--- config.mk ---
export PLATFORM = sky130hd
export DESIGN_NAME = dll_tx_arbiter_flat
export DESIGN_NICKNAME = d
export VERILOG_FILES = /design/src/rtl/dll_tx_arbiter_if.sv /design/src/rtl/dll_tx_arbiter.sv /design/src/flat_wrapper.sv
export SDC_FILE = /design/constraint.sdc
export NUM_CORES = 1
export LEC_CHECK = 0
export CORE_AREA = 10 10 401 403
export DETAILED_ROUTE_END_ITERATION = 8
export DIE_AREA = 0 0 411 413
export GPL_TIMING_DRIVEN = 0
export SLEW_MARGIN = 20
export SYNTH_ARGS = -nofsm -noshare
export SYNTH_HDL_FRONTEND = slang
export SYNTH_SLANG_ARGS = --single-unit
export TNS_END_PERCENT = 30
--- constraint.sdc ---
create_clock -name sclk -period 3.4 [get_ports sclk]
set_input_delay 0.34 -clock sclk [delete_from_list [all_inputs] [get_ports sclk]]
set_output_delay 0.34 -clock sclk [all_outputs]
set_load 0.1 [all_outputs]
--- src/rtl/dll_tx_arbiter_if.sv ---
// dll_tx_arbiter_if
//   Handshake bundle between the three transmit sources (DLLP, replay, new TLP)
//   and the PIPE TX output of the data-link-layer transmit arbiter.
//
//   Signals (direction named from the arbiter's point of view):
//     dllp_valid_i / dllp_data_i / dllp_ready_o            single-beat DLLPs
//     rpl_valid_i / rpl_data_i / rpl_last_i / rpl_ready_o  replayed TLP beats
//     tlp_valid_i / tlp_data_i / tlp_last_i / tlp_ready_o  new TLP beats
//     pipe_txdata_o / pipe_txvalid_o                       registered TX beat
//
//   Modports: slave = arbiter side, master = source / PIPE side.
interface dll_tx_arbiter_if #(
   parameter int PIPE_DATA_WIDTH = 256
);
   logic                       dllp_valid_i;
   logic [PIPE_DATA_WIDTH-1:0] dllp_data_i;
   logic                       dllp_ready_o;

   logic                       rpl_valid_i;
   logic [PIPE_DATA_WIDTH-1:0] rpl_data_i;
   logic                       rpl_last_i;
   logic                       rpl_ready_o;

   logic                       tlp_valid_i;
   logic [PIPE_DATA_WIDTH-1:0] tlp_data_i;
   logic                       tlp_last_i;
   logic                       tlp_ready_o;

   logic [PIPE_DATA_WIDTH-1:0] pipe_txdata_o;
   logic                       pipe_txvalid_o;

   modport slave (
      input  dllp_valid_i, dllp_data_i,
      output dllp_ready_o,
      input  rpl_valid_i, rpl_data_i, rpl_last_i,
      output rpl_ready_o,
      input  tlp_valid_i, tlp_data_i, tlp_last_i,
      output tlp_ready_o,
      output pipe_txdata_o, pipe_txvalid_o
   );

   modport master (
      output dllp_valid_i, dllp_data_i,
      input  dllp_ready_o,
      output rpl_valid_i, rpl_data_i, rpl_last_i,
      input  rpl_ready_o,
      output tlp_valid_i, tlp_data_i, tlp_last_i,
      input  tlp_ready_o,
      input  pipe_txdata_o, pipe_txvalid_o
   );
endinterface

--- src/rtl/dll_tx_arbiter.sv ---
// dll_tx_arbiter
//   Shares the PIPE transmit datapath between DLLPs, replayed TLPs and new
//   TLPs. Arbitration happens only at packet boundaries and is gated by the
//   DLCM state. Accepted beats appear on the PIPE outputs one cycle later.
//
//   Ports:
//     sclk          clock, rising edge
//     srst          synchronous active-high reset
//     dlcm_state_i  00 DL_INACTIVE, 01 DL_INIT, 10 DL_ACTIVE, 11 as DL_INACTIVE
//     tx            dll_tx_arbiter_if.slave: source handshakes + PIPE TX beat
//     arb_state_o   0 IDLE, 1 NEW, 2 REPLAY
//
//   Optional build macro DLL_TX_ARB_STATS_EN adds wrapping 32-bit counters:
//     stat_tlp_cnt_o, stat_rpl_cnt_o, stat_dllp_cnt_o  completed packets
//     stat_bubble_cnt_o                                 in-packet bubbles
//
//   state  | meaning
//   -------+---------------------------------------------------------------
//   IDLE   | packet boundary; arbitrate DLLP / replay / new TLP
//   NEW    | mid new-TLP; only the transaction layer is ready
//   REPLAY | mid replay-TLP; only the retry buffer is ready
module dll_tx_arbiter #(
   parameter int PIPE_DATA_WIDTH = 256,
   parameter int DLLP_MAX_WAIT   = 16,
   parameter int WAIT_CNT_W      = 5
) (
   input  logic                sclk,
   input  logic                srst,
   input  logic [1:0]          dlcm_state_i,
   dll_tx_arbiter_if.slave     tx,
   output logic [1:0]          arb_state_o
`ifdef DLL_TX_ARB_STATS_EN
   ,
   output logic [31:0]         stat_tlp_cnt_o,
   output logic [31:0]         stat_rpl_cnt_o,
   output logic [31:0]         stat_dllp_cnt_o,
   output logic [31:0]         stat_bubble_cnt_o
`endif
);

   typedef enum logic [1:0] {
      ST_IDLE   = 2'd0,
      ST_NEW    = 2'd1,
      ST_REPLAY = 2'd2
   } arb_state_t;

   arb_state_t                 state_q;
   arb_state_t                 state_d;
   logic [WAIT_CNT_W-1:0]      wait_cnt_q;

   logic                       dl_active;
   logic                       dl_init;
   logic                       dl_off;
   logic                       dllp_starved;
   logic                       abort;

   logic                       dllp_rdy;
   logic                       rpl_rdy;
   logic                       tlp_rdy;
   logic                       beat_acc;
   logic [PIPE_DATA_WIDTH-1:0] beat_data;

   logic [PIPE_DATA_WIDTH-1:0] txdata_q;
   logic                       txvalid_q;

   assign dl_active = (dlcm_state_i == 2'b10);
   assign dl_init   = (dlcm_state_i == 2'b01);
   assign dl_off    = !(dl_active || dl_init);

   assign dllp_starved = tx.dllp_valid_i &&
                         (wait_cnt_q >= WAIT_CNT_W'(DLLP_MAX_WAIT));

   // Link dropping out of DL_INIT/DL_ACTIVE mid-packet abandons the packet.
   assign abort = (state_q != ST_IDLE) && dl_off;

   always_comb begin
      state_d  = state_q;
      dllp_rdy = 1'b0;
      rpl_rdy  = 1'b0;
      tlp_rdy  = 1'b0;
      if (!srst) begin
         case (state_q)
            ST_IDLE: begin
               if (dl_active) begin
                  if (dllp_starved) begin
                     dllp_rdy = 1'b1;
                  end else if (tx.rpl_valid_i) begin
                     rpl_rdy = 1'b1;
                     if (!tx.rpl_last_i) state_d = ST_REPLAY;
                  end else if (tx.dllp_valid_i) begin
                     dllp_rdy = 1'b1;
                  end else if (tx.tlp_valid_i) begin
                     tlp_rdy = 1'b1;
                     if (!tx.tlp_last_i) state_d = ST_NEW;
                  end
               end else if (dl_init) begin
                  dllp_rdy = tx.dllp_valid_i;
               end
            end
            ST_NEW: begin
               if (dl_off) begin
                  state_d = ST_IDLE;
               end else begin
                  tlp_rdy = tx.tlp_valid_i;
                  if (tx.tlp_valid_i && tx.tlp_last_i) state_d = ST_IDLE;
               end
            end
            ST_REPLAY: begin
               if (dl_off) begin
                  state_d = ST_IDLE;
               end else begin
                  rpl_rdy = tx.rpl_valid_i;
                  if (tx.rpl_valid_i && tx.rpl_last_i) state_d = ST_IDLE;
               end
            end
            default: state_d = ST_IDLE;
         endcase
      end
   end

   // Readys are only ever raised alongside their valid, so ready == accept.
   always_comb begin
      beat_acc  = dllp_rdy || rpl_rdy || tlp_rdy;
      beat_data = '0;
      if (dllp_rdy) begin
         beat_data = tx.dllp_data_i;
      end else if (rpl_rdy) begin
         beat_data = tx.rpl_data_i;
      end else if (tlp_rdy) begin
         beat_data = tx.tlp_data_i;
      end
   end

   always_ff @(posedge sclk) begin
      if (srst) begin
         state_q    <= ST_IDLE;
         wait_cnt_q <= '0;
         txvalid_q  <= 1'b0;
         txdata_q   <= '0;
      end else begin
         state_q   <= state_d;
         txvalid_q <= beat_acc;
         txdata_q  <= beat_data;
         if (abort || !tx.dllp_valid_i || dllp_rdy) begin
            wait_cnt_q <= '0;
         end else if (wait_cnt_q != '1) begin
            wait_cnt_q <= wait_cnt_q + WAIT_CNT_W'(1);
         end
      end
   end

   assign tx.dllp_ready_o   = dllp_rdy;
   assign tx.rpl_ready_o    = rpl_rdy;
   assign tx.tlp_ready_o    = tlp_rdy;
   assign tx.pipe_txdata_o  = txdata_q;
   assign tx.pipe_txvalid_o = txvalid_q;
   assign arb_state_o       = state_q;

`ifdef DLL_TX_ARB_STATS_EN
   logic [31:0] stat_tlp_q;
   logic [31:0] stat_rpl_q;
   logic [31:0] stat_dllp_q;
   logic [31:0] stat_bubble_q;
   logic        bubble;

   // A bubble is a cycle inside a packet where the owning source has no beat.
   assign bubble = !dl_off &&
                   (((state_q == ST_NEW)    && !tx.tlp_valid_i) ||
                    ((state_q == ST_REPLAY) && !tx.rpl_valid_i));

   always_ff @(posedge sclk) begin
      if (srst) begin
         stat_tlp_q    <= '0;
         stat_rpl_q    <= '0;
         stat_dllp_q   <= '0;
         stat_bubble_q <= '0;
      end else begin
         if (tlp_rdy && tx.tlp_last_i) stat_tlp_q    <= stat_tlp_q + 32'd1;
         if (rpl_rdy && tx.rpl_last_i) stat_rpl_q    <= stat_rpl_q + 32'd1;
         if (dllp_rdy)                 stat_dllp_q   <= stat_dllp_q + 32'd1;
         if (bubble)                   stat_bubble_q <= stat_bubble_q + 32'd1;
      end
   end

   assign stat_tlp_cnt_o    = stat_tlp_q;
   assign stat_rpl_cnt_o    = stat_rpl_q;
   assign stat_dllp_cnt_o   = stat_dllp_q;
   assign stat_bubble_cnt_o = stat_bubble_q;
`endif

endmodule

--- src/flat_wrapper.sv ---
// flat-port wrapper written by rule: the top's interface ports become plain ports
module dll_tx_arbiter_flat 
#(
   parameter int PIPE_DATA_WIDTH = 256,
   parameter int DLLP_MAX_WAIT   = 16,
   parameter int WAIT_CNT_W      = 5
)
  (sclk, srst, dlcm_state_i, arb_state_o, tx_dllp_valid_i, tx_dllp_data_i, tx_dllp_ready_o, tx_rpl_valid_i, tx_rpl_data_i, tx_rpl_last_i, tx_rpl_ready_o, tx_tlp_valid_i, tx_tlp_data_i, tx_tlp_last_i, tx_tlp_ready_o, tx_pipe_txdata_o, tx_pipe_txvalid_o);
  dll_tx_arbiter_if #(.PIPE_DATA_WIDTH(PIPE_DATA_WIDTH)) tx_i ();
  input  logic sclk;
  input  logic srst;
  input  logic [1:0] dlcm_state_i;
  output logic [1:0] arb_state_o;
  input wire logic [$bits(tx_i.dllp_valid_i)-1:0] tx_dllp_valid_i;
  input wire logic [$bits(tx_i.dllp_data_i)-1:0] tx_dllp_data_i;
  output wire logic [$bits(tx_i.dllp_ready_o)-1:0] tx_dllp_ready_o;
  input wire logic [$bits(tx_i.rpl_valid_i)-1:0] tx_rpl_valid_i;
  input wire logic [$bits(tx_i.rpl_data_i)-1:0] tx_rpl_data_i;
  input wire logic [$bits(tx_i.rpl_last_i)-1:0] tx_rpl_last_i;
  output wire logic [$bits(tx_i.rpl_ready_o)-1:0] tx_rpl_ready_o;
  input wire logic [$bits(tx_i.tlp_valid_i)-1:0] tx_tlp_valid_i;
  input wire logic [$bits(tx_i.tlp_data_i)-1:0] tx_tlp_data_i;
  input wire logic [$bits(tx_i.tlp_last_i)-1:0] tx_tlp_last_i;
  output wire logic [$bits(tx_i.tlp_ready_o)-1:0] tx_tlp_ready_o;
  output wire logic [$bits(tx_i.pipe_txdata_o)-1:0] tx_pipe_txdata_o;
  output wire logic [$bits(tx_i.pipe_txvalid_o)-1:0] tx_pipe_txvalid_o;
  assign tx_i.dllp_valid_i = tx_dllp_valid_i;
  assign tx_i.dllp_data_i = tx_dllp_data_i;
  assign tx_dllp_ready_o = tx_i.dllp_ready_o;
  assign tx_i.rpl_valid_i = tx_rpl_valid_i;
  assign tx_i.rpl_data_i = tx_rpl_data_i;
  assign tx_i.rpl_last_i = tx_rpl_last_i;
  assign tx_rpl_ready_o = tx_i.rpl_ready_o;
  assign tx_i.tlp_valid_i = tx_tlp_valid_i;
  assign tx_i.tlp_data_i = tx_tlp_data_i;
  assign tx_i.tlp_last_i = tx_tlp_last_i;
  assign tx_tlp_ready_o = tx_i.tlp_ready_o;
  assign tx_pipe_txdata_o = tx_i.pipe_txdata_o;
  assign tx_pipe_txvalid_o = tx_i.pipe_txvalid_o;
  dll_tx_arbiter #(.PIPE_DATA_WIDTH(PIPE_DATA_WIDTH), .DLLP_MAX_WAIT(DLLP_MAX_WAIT), .WAIT_CNT_W(WAIT_CNT_W)) u_core (.sclk(sclk), .srst(srst), .dlcm_state_i(dlcm_state_i), .tx(tx_i), .arb_state_o(arb_state_o));
endmodule
==> metrics.md, run 1 <==
| Metric | Value |
|---|---|
| Status | finished with violations |
| Failing checks | negative setup slack |
| Final worst slack | -0.131 ns |
| Initial antenna violation count | around 120 |
| Iter 0 DRT Violations | 1786 |
| Post-route clock period utilization | 104% |
| PortBufs | about 1000 |
| First-pass iteration count of the detailed router | 5 |
| Core area | ~150000 µm² |
| Crit Path Max Fanout | 10 |
| Worst Setup EP | u_core.tx.pipe_txdata_o[141] |
| Io pins | 1039 |
| Slew headroom | about a fifth |
| Die Y | between 400 and 500 µm |
| Die ar. | roughly 170000 µm² |
| Kind of critical path | reg2reg |
| Peak VDD IR | around 0.00029 V |
| Mean post-synth cell area | approximately 8 µm² |
| Clock Pin Slew Worst Setup and Hold Paths | roughly 0.07 ns |
| Finished Cell Area | 26500 µm² |
| Share of Yosys cell area claimed by the top area cell type | around 45% |
| Crit Reg-Reg Endpoint | u_core.tx.pipe_txdata_o[141] |
| CP Capture Type | flip-flop |
| CTS tree | yes |
| Fin crit period | approximately 3.5 ns |
| Initial core utilization | 7.68% |
| FF-to-FF setup slack | -0.13 ns |
| Clock Sinks | ~260 |
| Root Driver | clkbuf_16 |
| Worst Skew | around 0.019 ns |
| DP Worst Slack | -1.61 ns |
| Final non-filler cell total | about 4700 |
| Yosys top cell by area | dfxtp_1 |
| # fillers | roughly 17000 |
| Total clock buffers created by CTS | 43 |
| CP required | 3.80 ns |
| Syn Nets | around 2300 |
| GRT Overall Usage | around a fifth |
| Synthesized netlist cell count | 1510 |
| Hold Path Origin | tx_rpl_last_i |
| Worst-Skew Late Latency | slightly above 0.6 ns |
| Crit path DAT | 3.93 ns |
| Final Util | between 10% and 20% |
| Synth top area cells | dfxtp_1, a311oi_1, nand3_1 |
| First-pass GRT wire length | roughly 210000 µm |
| Finish-stage setup viols | 1 |
| Routed len/inst | 37.1 µm |
| Cell total after placement | roughly 4600 |
| Max Root-Sink Buffers | 3 |
| Pin count of the biggest net entering global routing | 20 |
| Worst Tran Pin Value | around 1.2 ns |
| Via count | ~18000 |
| Reg area | between 5000 and 6000 µm² |
| Hpwl dp | around 150000 µm |
| Synth unique cells | 29 |
| DRC | 0 |
| CTS Hold Bufs | 0 |
| # nets final | between 3000 and 4000 |
| Vias in the first global route | 18400 |
| P per Cell Area | 430 nW/µm² |
| Vias per inst | approximately 3.9 |
| Register bit total from synthesis | about 260 |
| Pleak | approximately 8.6 nW |
| Mapped cell area | ~12000 µm² |
| Crit path from | u_core.arb_state_o[1] |
| Share of cells above drive strength 1 | roughly 8.0% |
| Core Rows | approximately 140 |
| H-tree depth | 2 |
| Max-Cap Viols | 0 |
| Hold Crit Class | in2reg |
| Grt total ovfl | 0 |
| Worst reg2reg path startpoint | u_core.arb_state_o[1] |
| Aggregate routed wire length | between 150000 and 200000 µm |
| Synth-to-Final Area Change | 126% |
| Placed cell areas | 24700 µm² |
| Placer Congestion | 1.04 |
| R2R cell count | 8 |
| DIE WIDTH | about 410 µm |
| CP Launch Type | flip-flop |
| Pins Over Slew Limit | 0 |
| Fmax | around 280 MHz |
| RSZ-0062 raised after global routing | yes |
| Detail Route Antenna Nets | 0 |
| Seq/Total Area, Yosys | roughly 45% |
| Final Hold Viols | 0 |
| Ys Warns | 0 |
| Worst hold slack | 0.301 ns |
| Multi-input gate area | between 6000 and 7000 µm² |
[power by group]
part | switching (W) | internal (W) | leakage (nW) | total, W
combinational | 0.00214 | 0.00118 | 5.77 | 0.00332
sequential | 0.0000620 | 0.00324 | 2.15 | 0.00330
clock | 0.00198 | 0.00281 | 0.710 | 0.00479
[worst min-delay path by stage]
stage,cells past startpoint,end
2_1_floorplan,1,u_core.arb_state_o[0]
3_3_place_gp,2,u_core.wait_cnt_q[3]
3_5_place_dp,2,u_core.wait_cnt_q[3]
4_1_cts,2,u_core.arb_state_o[0]
5_1_grt,3,u_core.tx.pipe_txdata_o[78]
6_report,2,u_core.arb_state_o[1]
[layer usage]
metal  part of all wire (%)  wire [µm]  global-route usage [%]
met1                     39      68200                    22.7
met2                     46      80100                    31.3
met3                     10      18300                    8.14
met4                    4.3       7540                    7.26
met5                   0.16        281                       0
[final cells by class]
cell class / count / share of cell area (%)
repair buffers: 1043 / 39.0
inverters: 9 / 0.127
plain buffers: 170 / 2.80
multi-input cells: 1065 / 22.7
clock buffers: 55 / 4.69
well taps: 2044 / 9.64
diodes: 30 / 0.283
flip-flops and latches: 264 / 19.9
clock inverters: 21 / 0.811
[cells in the mapped netlist (all sizes together)]
master,instances
a22oi,1
a311oi,256
a2111oi,2
nand3,256
xor2,2
clkbuf,135
inv,9
nor2b,3
nand3b,1
nand2b,2
and3,1
a31oi,1
buf,37
nor2,265
a211oi,2
a31o,1
o211ai,1
nand4b,1
nand2,258
or4b,1
mux2i,2
dfxtp,264
o2111ai,1
o311ai,1
xnor2,1
o21ai,2
ha,4
[flip-flops by register name, summed over array words and instances, names as in the netlist]
signal / cells
u_core.arb_state_o: 2
u_core.tx.pipe_txvalid_o: 1
u_core.tx.pipe_txdata_o: 256
u_core.wait_cnt_q: 5
[worst max-delay path, stage by stage, from the launching register on]
cell	delay [ns]
dfxtp_1	0.56
clkbuf_2	0.29
nor2_1	0.08
o2111ai_1	0.10
clkbuf_4	0.34
clkbuf_4	0.42
clkbuf_1	0.42
nor2_1	0.21
a311oi_1	0.89
[per-stage QoR]
stage               TNS [ns]  total power (W)
global placement     -489.03          0.00666
CTS                        0           0.0116
finish                -0.131           0.0114
detailed placement   -214.17          0.00664
floorplan                  0          0.00478
global route          -0.112           0.0118
[cells by family after synthesis]
| logic type | Yosys count | synth area share, % |
|---|---|---|
| and+or+nand+nor | 788 | 28.2 |
| muxes | 2 | 0.170 |
| AOI/OAI and AO/OA | 268 | 20.0 |
| buffers and inverters | 181 | 6.05 |
| adders and majority gates | 4 | 0.426 |
| xor gates and xnor gates | 3 | 0.224 |
| DFF | 264 | 45.0 |
[placed cells by master (no fill, tap or decap), types with 2 or more instances in the layout]
cell type / Yosys / final
clkbuf_16: 0 / 45
a311oi_2: 0 / 31
buf_1: 12 / 10
clkinvlp_4: 0 / 5
dlymetal6s2s_1: 0 / 2
ha_1: 4 / 4
buf_2: 25 / 47
mux2i_1: 2 / 2
nor2_1: 265 / 263
nand2_1: 258 / 258
clkbuf_8: 0 / 9
inv_1: 9 / 9
buf_12: 0 / 2
diode_2: 0 / 30
nand2b_1: 2 / 2
a311oi_1: 256 / 221
clkbuf_4: 0 / 5
clkbuf_1: 135 / 101
a211oi_1: 2 / 2
dfxtp_1: 264 / 264
nor2b_1: 3 / 3
xor2_1: 2 / 2
a311oi_4: 0 / 4
clkbuf_2: 0 / 31
buf_4: 0 / 7
bufinv_16: 0 / 3
clkdlybuf4s50_1: 0 / 1006
clkinv_4: 0 / 5
clkinv_2: 0 / 7
o21ai_0: 2 / 2
nand3_1: 256 / 256
[repair_timing]
| item | CTS | global route |
|---|---|---|
| pin swaps | 1 | 0 |
| cloned | 0 | 0 |
| buffers inserted | 2 | 0 |
| resized for setup | 67 | 30 |
| endpoints found under the setup margin | 229 | 44 |
Note: power is estimated with default switching activity, not from simulation.
==> run 2: changes to the inputs <==
==> constraint.sdc (replaced) <==
create_clock -name sclk -period 4.15 [get_ports sclk]
set_input_delay 0.415 -clock sclk [delete_from_list [all_inputs] [get_ports sclk]]
set_output_delay 0.415 -clock sclk [all_outputs]
set_load 0.1 [all_outputs]
==> run 2 against run 1 <==
Effect of this change:
- the run still ends with negative setup slack left
- wire length decreased by 0.40%
- sequential power decreased by 18%
- flip-flop and latch count unchanged
- sequential share of layout area increased by 0.12 points
- utilization decreased by 0.10 points
- via count increased by 0.63%
- register-to-register slack improved by 0.38 ns
- total power decreased by 16%
- critical endpoint is now u_core.tx.pipe_txdata_o[107]
- largest power group unchanged
==> metrics.md, run 2 (synthesis results as in run 1) <==
| Metric | Value |
|---|---|
| Vias per inst | around 3.9 |
| Max Root-Sink Buffers | 3 |
| Clock Pin Slew Worst Setup and Hold Paths | around 0.060 ns |
| RSZ-0062 raised after global routing | yes |
| Routed len/inst | about 37 µm |
| Fin crit period | about 4.2 ns |
| Failing checks | negative setup slack |
| First-pass iteration count of the detailed router | 9 |
| Kind of critical path | in2reg |
| CP most frequent cell | buf_2 |
| Cell total after placement | about 4600 |
| # fillers | approximately 17000 |
| PortBufs | just over 1000 |
| Placer Congestion | 1.02 |
| H-tree depth | 2 |
| Crit-path max cell delay | just over 0.9 ns |
| CP Launch Type | input port |
| Via count | roughly 18000 |
| Critical Path, Cell by Cell | clkdlybuf4s50_1 > inv_1 > ha_1 > or4b_1 > a2111oi_4 > buf_2 > buf_2 > nand2_1 > a311oi_1 |
| Placed cell areas | 24700 µm² |
| Fmax | roughly 240 MHz |
| P per Cell Area | 364 nW/µm² |
| Io pins | 1039 |
| Die Y | 413 µm |
| Worst Skew | 0.0171 ns |
| Reg area | ~5300 µm² |
| # nets final | between 3000 and 4000 |
| Hpwl dp | roughly 150000 µm |
| DRC | 0 |
| Pin count of the biggest net entering global routing | 20 |
| Worst Setup EP | u_core.tx.pipe_txdata_o[107] |
| Crit Path Max Fanout | 10 |
| Initial antenna violation count | 116 |
| Final Util | 17.2% |
| DIE WIDTH | ~410 µm |
| Peak VDD IR | 0.000283 V |
| Worst reg2reg path startpoint | u_core.arb_state_o[0] |
| Aggregate routed wire length | 174000 µm |
| Crit Reg-Reg Endpoint | u_core.tx.pipe_txdata_o[107] |
| Final worst slack | -0.0675 ns |
| Slowest-stage cell, CP | a311oi_1 |
| FF-to-FF setup slack | 0.25 ns |
| Worst Tran Pin Value | 1.18 ns |
| Max reg flops | 256 |
| Hold Crit Class | in2reg |
| Finish-stage setup viols | 2 |
| Iter 0 DRT Violations | roughly 2000 |
| Share of cells above drive strength 1 | ~5.7% |
| Pins Over Slew Limit | 0 |
| Post-route clock period utilization | 102% |
| Most common cell after layout, fill and taps aside | clkdlybuf4s50_1 |
| Final Hold Viols | 0 |
| Initial core utilization | under 10% |
| Finished Cell Area | 26400 µm² |
| Clock Sinks | roughly 260 |
| Most frequent cells in the layout | clkdlybuf4s50_1, nor2_1, dfxtp_1, nand2_1, nand3_1 |
| Root Driver | clkbuf_16 |
| Grt total ovfl | 0 |
| R2R cell count | 6 |
| Core area | ~150000 µm² |
| Status | finished with violations |
| Final non-filler cell total | roughly 4700 |
| Total clock buffers created by CTS | 43 |
| Crit path from | dlcm_state_i[0] |
| Slew headroom | a little over a fifth |
| Crit path DAT | 4.62 ns |
| CTS Hold Bufs | 0 |
| Pleak | roughly 8.5 nW |
| Detail Route Antenna Nets | 0 |
| Worst-Skew Late Latency | between 0.6 and 0.7 ns |
| Multi-input gate area | about 5800 µm² |
| CTS tree | yes |
| First-pass GRT wire length | approximately 210000 µm |
| Core Rows | between 100 and 150 |
| GRT Overall Usage | between 10% and 20% |
| Max-Cap Viols | 0 |
| Die ar. | approximately 170000 µm² |
| CP required | between 4 and 5 ns |
| CP Capture Type | flip-flop |
| Synth-to-Final Area Change | 124% |
| Vias in the first global route | around 18000 |
-- run 2: cell types whose count changed in the layout (fill, tap and decap cells not counted), sizes merged --
cell           before   now
clkbuf            191   187
clkinvlp            5     3
diode              30    28
buf                68    59
inv                10    16
bufinv              3     8
clkinv             12    10
clkdlybuf4s50    1006  1016
dlymetal6s2s        2     0
clkdlybuf4s18       0     1
-- run 2: what timing repair did --
item | 4_1_cts | 5_1_grt
resized for setup | 16 | 3
endpoints found under the hold margin | 0 | 0
endpoints found under the setup margin | 10 | 5
setup buffers | 0 | 0
pin swaps | 0 | 0
-- run 2: final cells by class --
type,count,share of cell area (%)
inverters,9,0.128
repair buffers,1042,39.4
flip-flops and latches,264,20.0
multi-input cells,1065,22.0
well taps,2044,9.70
clock inverters,28,1.45
plain buffers,170,2.60
clock buffers,52,4.44
diodes,28,0.266
-- run 2: how the worst min path moves through the flow --
| stage | from | endpoint | slack [ns] | depth (start not counted) |
|---|---|---|---|---|
| 2_1_floorplan | u_core.wait_cnt_q[3] | u_core.wait_cnt_q[3] | 0.47 | 2 |
| 5_1_grt | tx_rpl_last_i | u_core.arb_state_o[1] | 0.33 | 2 |
| 3_3_place_gp | u_core.wait_cnt_q[3] | u_core.wait_cnt_q[3] | 0.51 | 2 |
| 3_5_place_dp | u_core.wait_cnt_q[3] | u_core.wait_cnt_q[3] | 0.50 | 2 |
| 6_report | tx_rpl_last_i | u_core.arb_state_o[1] | 0.36 | 2 |
| 4_1_cts | tx_rpl_last_i | u_core.arb_state_o[1] | 0.29 | 2 |
-- run 2: worst max-delay path, delay by kind of cell --
family | cells | cell delay [ns]
AO/OA/AOI/OAI | 2 | 1.61
AND/OR/NAND/NOR | 2 | 0.65
buffers and inverters | 4 | 1.63
adder cells (fa/ha/maj) | 1 | 0.28
-- run 2: where the power goes --
group	internal, W	total (W)	switching [W]
registers	0.00265	0.00271	0.0000551
logic	0.000960	0.00269	0.00173
clock network	0.00252	0.00420	0.00168
total	0.00613	0.00959	0.00346
-- run 2: stage by stage --
step / hold WS (ns) / power [W] / setup TNS, ns / worst slack (ns)
after floorplan: 0.472 / 0.00392 / 0 / 0.0851
after global placement: 0.514 / 0.00545 / -295.42 / -2.69
after detailed placement: 0.498 / 0.00544 / -57.87 / -1.26
after CTS: 0.291 / 0.00977 / 0 / 0.0381
after global routing: 0.332 / 0.00990 / -0.240 / -0.0879
final: 0.364 / 0.00959 / -0.0851 / -0.0675
-- run 2: metal layers --
layer / up-vias / track usage [%] / wire (µm)
met5: - / 0 / 213
met4: 34 / 6.92 / 6830
met3: 324 / 7.70 / 18200
met2: 1283 / 32.2 / 82200
met1: 9058 / 22.1 / 66300
li1: 7687 / - / -
==> run 3: changes to the inputs <==
--- a/config.mk
+++ b/config.mk
@@ -9,6 +9,7 @@
 export DETAILED_ROUTE_END_ITERATION = 8
 export DIE_AREA = 0 0 411 413
 export GPL_TIMING_DRIVEN = 0
+export REMOVE_ABC_BUFFERS = 1
 export SLEW_MARGIN = 20
 export SYNTH_ARGS = -nofsm -noshare
 export SYNTH_HDL_FRONTEND = slang
==> run 3 against run 2 <==
Effect of this change:
- the flow now finishes without violations
- first-iteration DRC count decreased by 27%
- wire length decreased by 12%
- worst hold slack got worse by 0.23 ns
- critical path type is now in2out
==> metrics.md, run 3 (synthesis results as in run 1) <==
| Metric | Value |
|---|---|
| Worst hold path endpoint | u_core.tx.pipe_txdata_o[40] |
| Hpwl dp | around 130000 µm |
| Crit path DAT | about 3.6 ns |
| Via count | roughly 18000 |
| Core area | 153000 µm² |
| Fin crit period | roughly 4.0 ns |
| Initial core utilization | between 7 and 8% |
| Crit Path Max Fanout | 31 |
| Vias in the first global route | about 17000 |
| Clock Sinks | 264 |
| P per Cell Area | around 340 nW/µm² |
| Placer Congestion | between 0.9 and 1 |
| Clock Pin Slew Worst Setup and Hold Paths | roughly 0.050 ns |
| Kind of critical path | in2out |
| Worst Tran Pin Value | roughly 1.2 ns |
| Hold Path Origin | srst |
| Core Rows | roughly 140 |
| Status | complete, no violations |
| Pleak | just under 9 nW |
| Post-route clock period utilization | a little over nine tenths |
| First-pass iteration count of the detailed router | 6 |
| Worst-Skew Late Latency | a little over 0.6 ns |
| Max Root-Sink Buffers | 3 |
| # nets final | ~3300 |
| CP Capture Type | output port |
| Routed len/inst | around 33 µm |
| Vias per inst | a little under 4 |
| Worst Skew | 0.0372 ns |
| CP Launch Type | input port |
| R2R cell count | 11 |
| Final Util | 17.3% |
| Most frequent cells in the layout | clkdlybuf4s50_1, nor2_1, dfxtp_1, nand2_1 |
| Crit Reg-Reg Endpoint | u_core.tx.pipe_txdata_o[110] |
| Max-Cap Viols | 0 |
| Grt total ovfl | 0 |
| Finish-stage setup viols | 0 |
| CTS tree | yes |
| Synth-to-Final Area Change | 126% |
| DIE WIDTH | just over 400 µm |
| Total clock buffers created by CTS | 42 |
| PortBufs | roughly 1000 |
| GRT Overall Usage | ~17% |
| CP required | approximately 3.7 ns |
| Post-route setup TNS | 0 ns |
| Hold Crit Class | in2reg |
| Detail Route Antenna Nets | 0 |
| CTS Hold Bufs | 0 |
| Max reg flops | 256 |
| DRC | 0 |
| Peak VDD IR | about 0.00028 V |
| FF-to-FF setup slack | around 0.56 ns |
| Slew headroom | 18.1% |
| Die ar. | 170000 µm² |
| Root Driver | clkbuf_16 |
| Pins Over Slew Limit | 0 |
| Die Y | between 400 and 500 µm |
| Fmax | 251 MHz |
| H-tree depth | 2 |
| Io pins | between 1000 and 1500 |
| Most common cell after layout, fill and taps aside | clkdlybuf4s50_1 |
| Share of cells above drive strength 1 | 8.38% |
| First-pass GRT wire length | roughly 190000 µm |
| RSZ-0062 raised after global routing | no |
| Hold path cells | 2 |
| Iter 0 DRT Violations | about 1500 |
| Initial antenna violation count | between 200 and 300 |
| Aggregate routed wire length | 152000 µm |
| Worst reg2reg path startpoint | u_core.arb_state_o[0] |
| Final Hold Viols | 0 |
| Pin count of the biggest net entering global routing | 94 |
[run 3: worst max-delay path by stage]
stage	startpoint	cells past startpoint	end	slack [ns]
floorplan	dlcm_state_i[0]	4	tx_dllp_ready_o	-22.77
global placement	srst	5	u_core.tx.pipe_txdata_o[250]	-34.31
detailed placement	dlcm_state_i[1]	13	tx_tlp_ready_o	-1.92
CTS	dlcm_state_i[1]	12	tx_tlp_ready_o	0.03
global route	dlcm_state_i[1]	11	tx_tlp_ready_o	0.04
finish	dlcm_state_i[1]	11	tx_tlp_ready_o	0.17
[run 3: through the flow]
stage	setup slack, ns	std cells	hold WS (ns)	instance area (µm²)	power (W)
floorplan	-22.77	1338	0.472	11100	0.00401
global placement	-34.31	4420	0.497	24000	0.00545
detailed placement	-1.92	4488	0.526	25100	0.00524
CTS	0.0297	4564	0.0751	26500	0.00912
global route	0.0431	4577	0.115	26400	0.00927
finish	0.166	4603	0.136	26500	0.00892
[run 3: power breakdown]
group	total, W	leakage, nW	internal [W]	switching, W
logic	0.00250	6.01	0.000999	0.00150
registers	0.00269	2.15	0.00265	0.0000339
clock network	0.00374	0.667	0.00214	0.00160
[run 3: layout make-up]
| cell class | count | area (µm²) |
|---|---|---|
| sequential | 264 | 5290 |
| clock inverter | 17 | 169 |
| antenna | 40 | 100 |
| clock buffer | 59 | 1200 |
| multi-input combinational | 1065 | 5790 |
| fill | 17200 | 126000 |
| timing repair buffer | 1105 | 11400 |
| tap | 2044 | 2560 |
| inverter | 9 | 33.8 |
[run 3: critical path, cell delays in order]
cell and delay (ns):
clkdlybuf4s50_1 0.51, ha_2 0.27, or4b_1 0.51, a2111oi_4 0.30
buf_4 0.20, buf_12 0.20, buf_6 0.18, buf_4 0.21
buf_6 0.16, buf_4 0.29, buf_8 0.25
[run 3: per-layer routing]
metal  part of all wire, %  global-route usage [%]  vias up
li1                      -                       -     7475
met4                   3.6                    4.62      130
met3                    15                    11.1      533
met1                    35                    17.9     8429
met2                    46                    27.3     1230
met5                  0.56                       0        -
[run 3: repair_timing]
action,in CTS,in global routing
pin swaps,1,0
buffers inserted,2,0
endpoints found under the setup margin,13,2
gates resized for setup,16,2
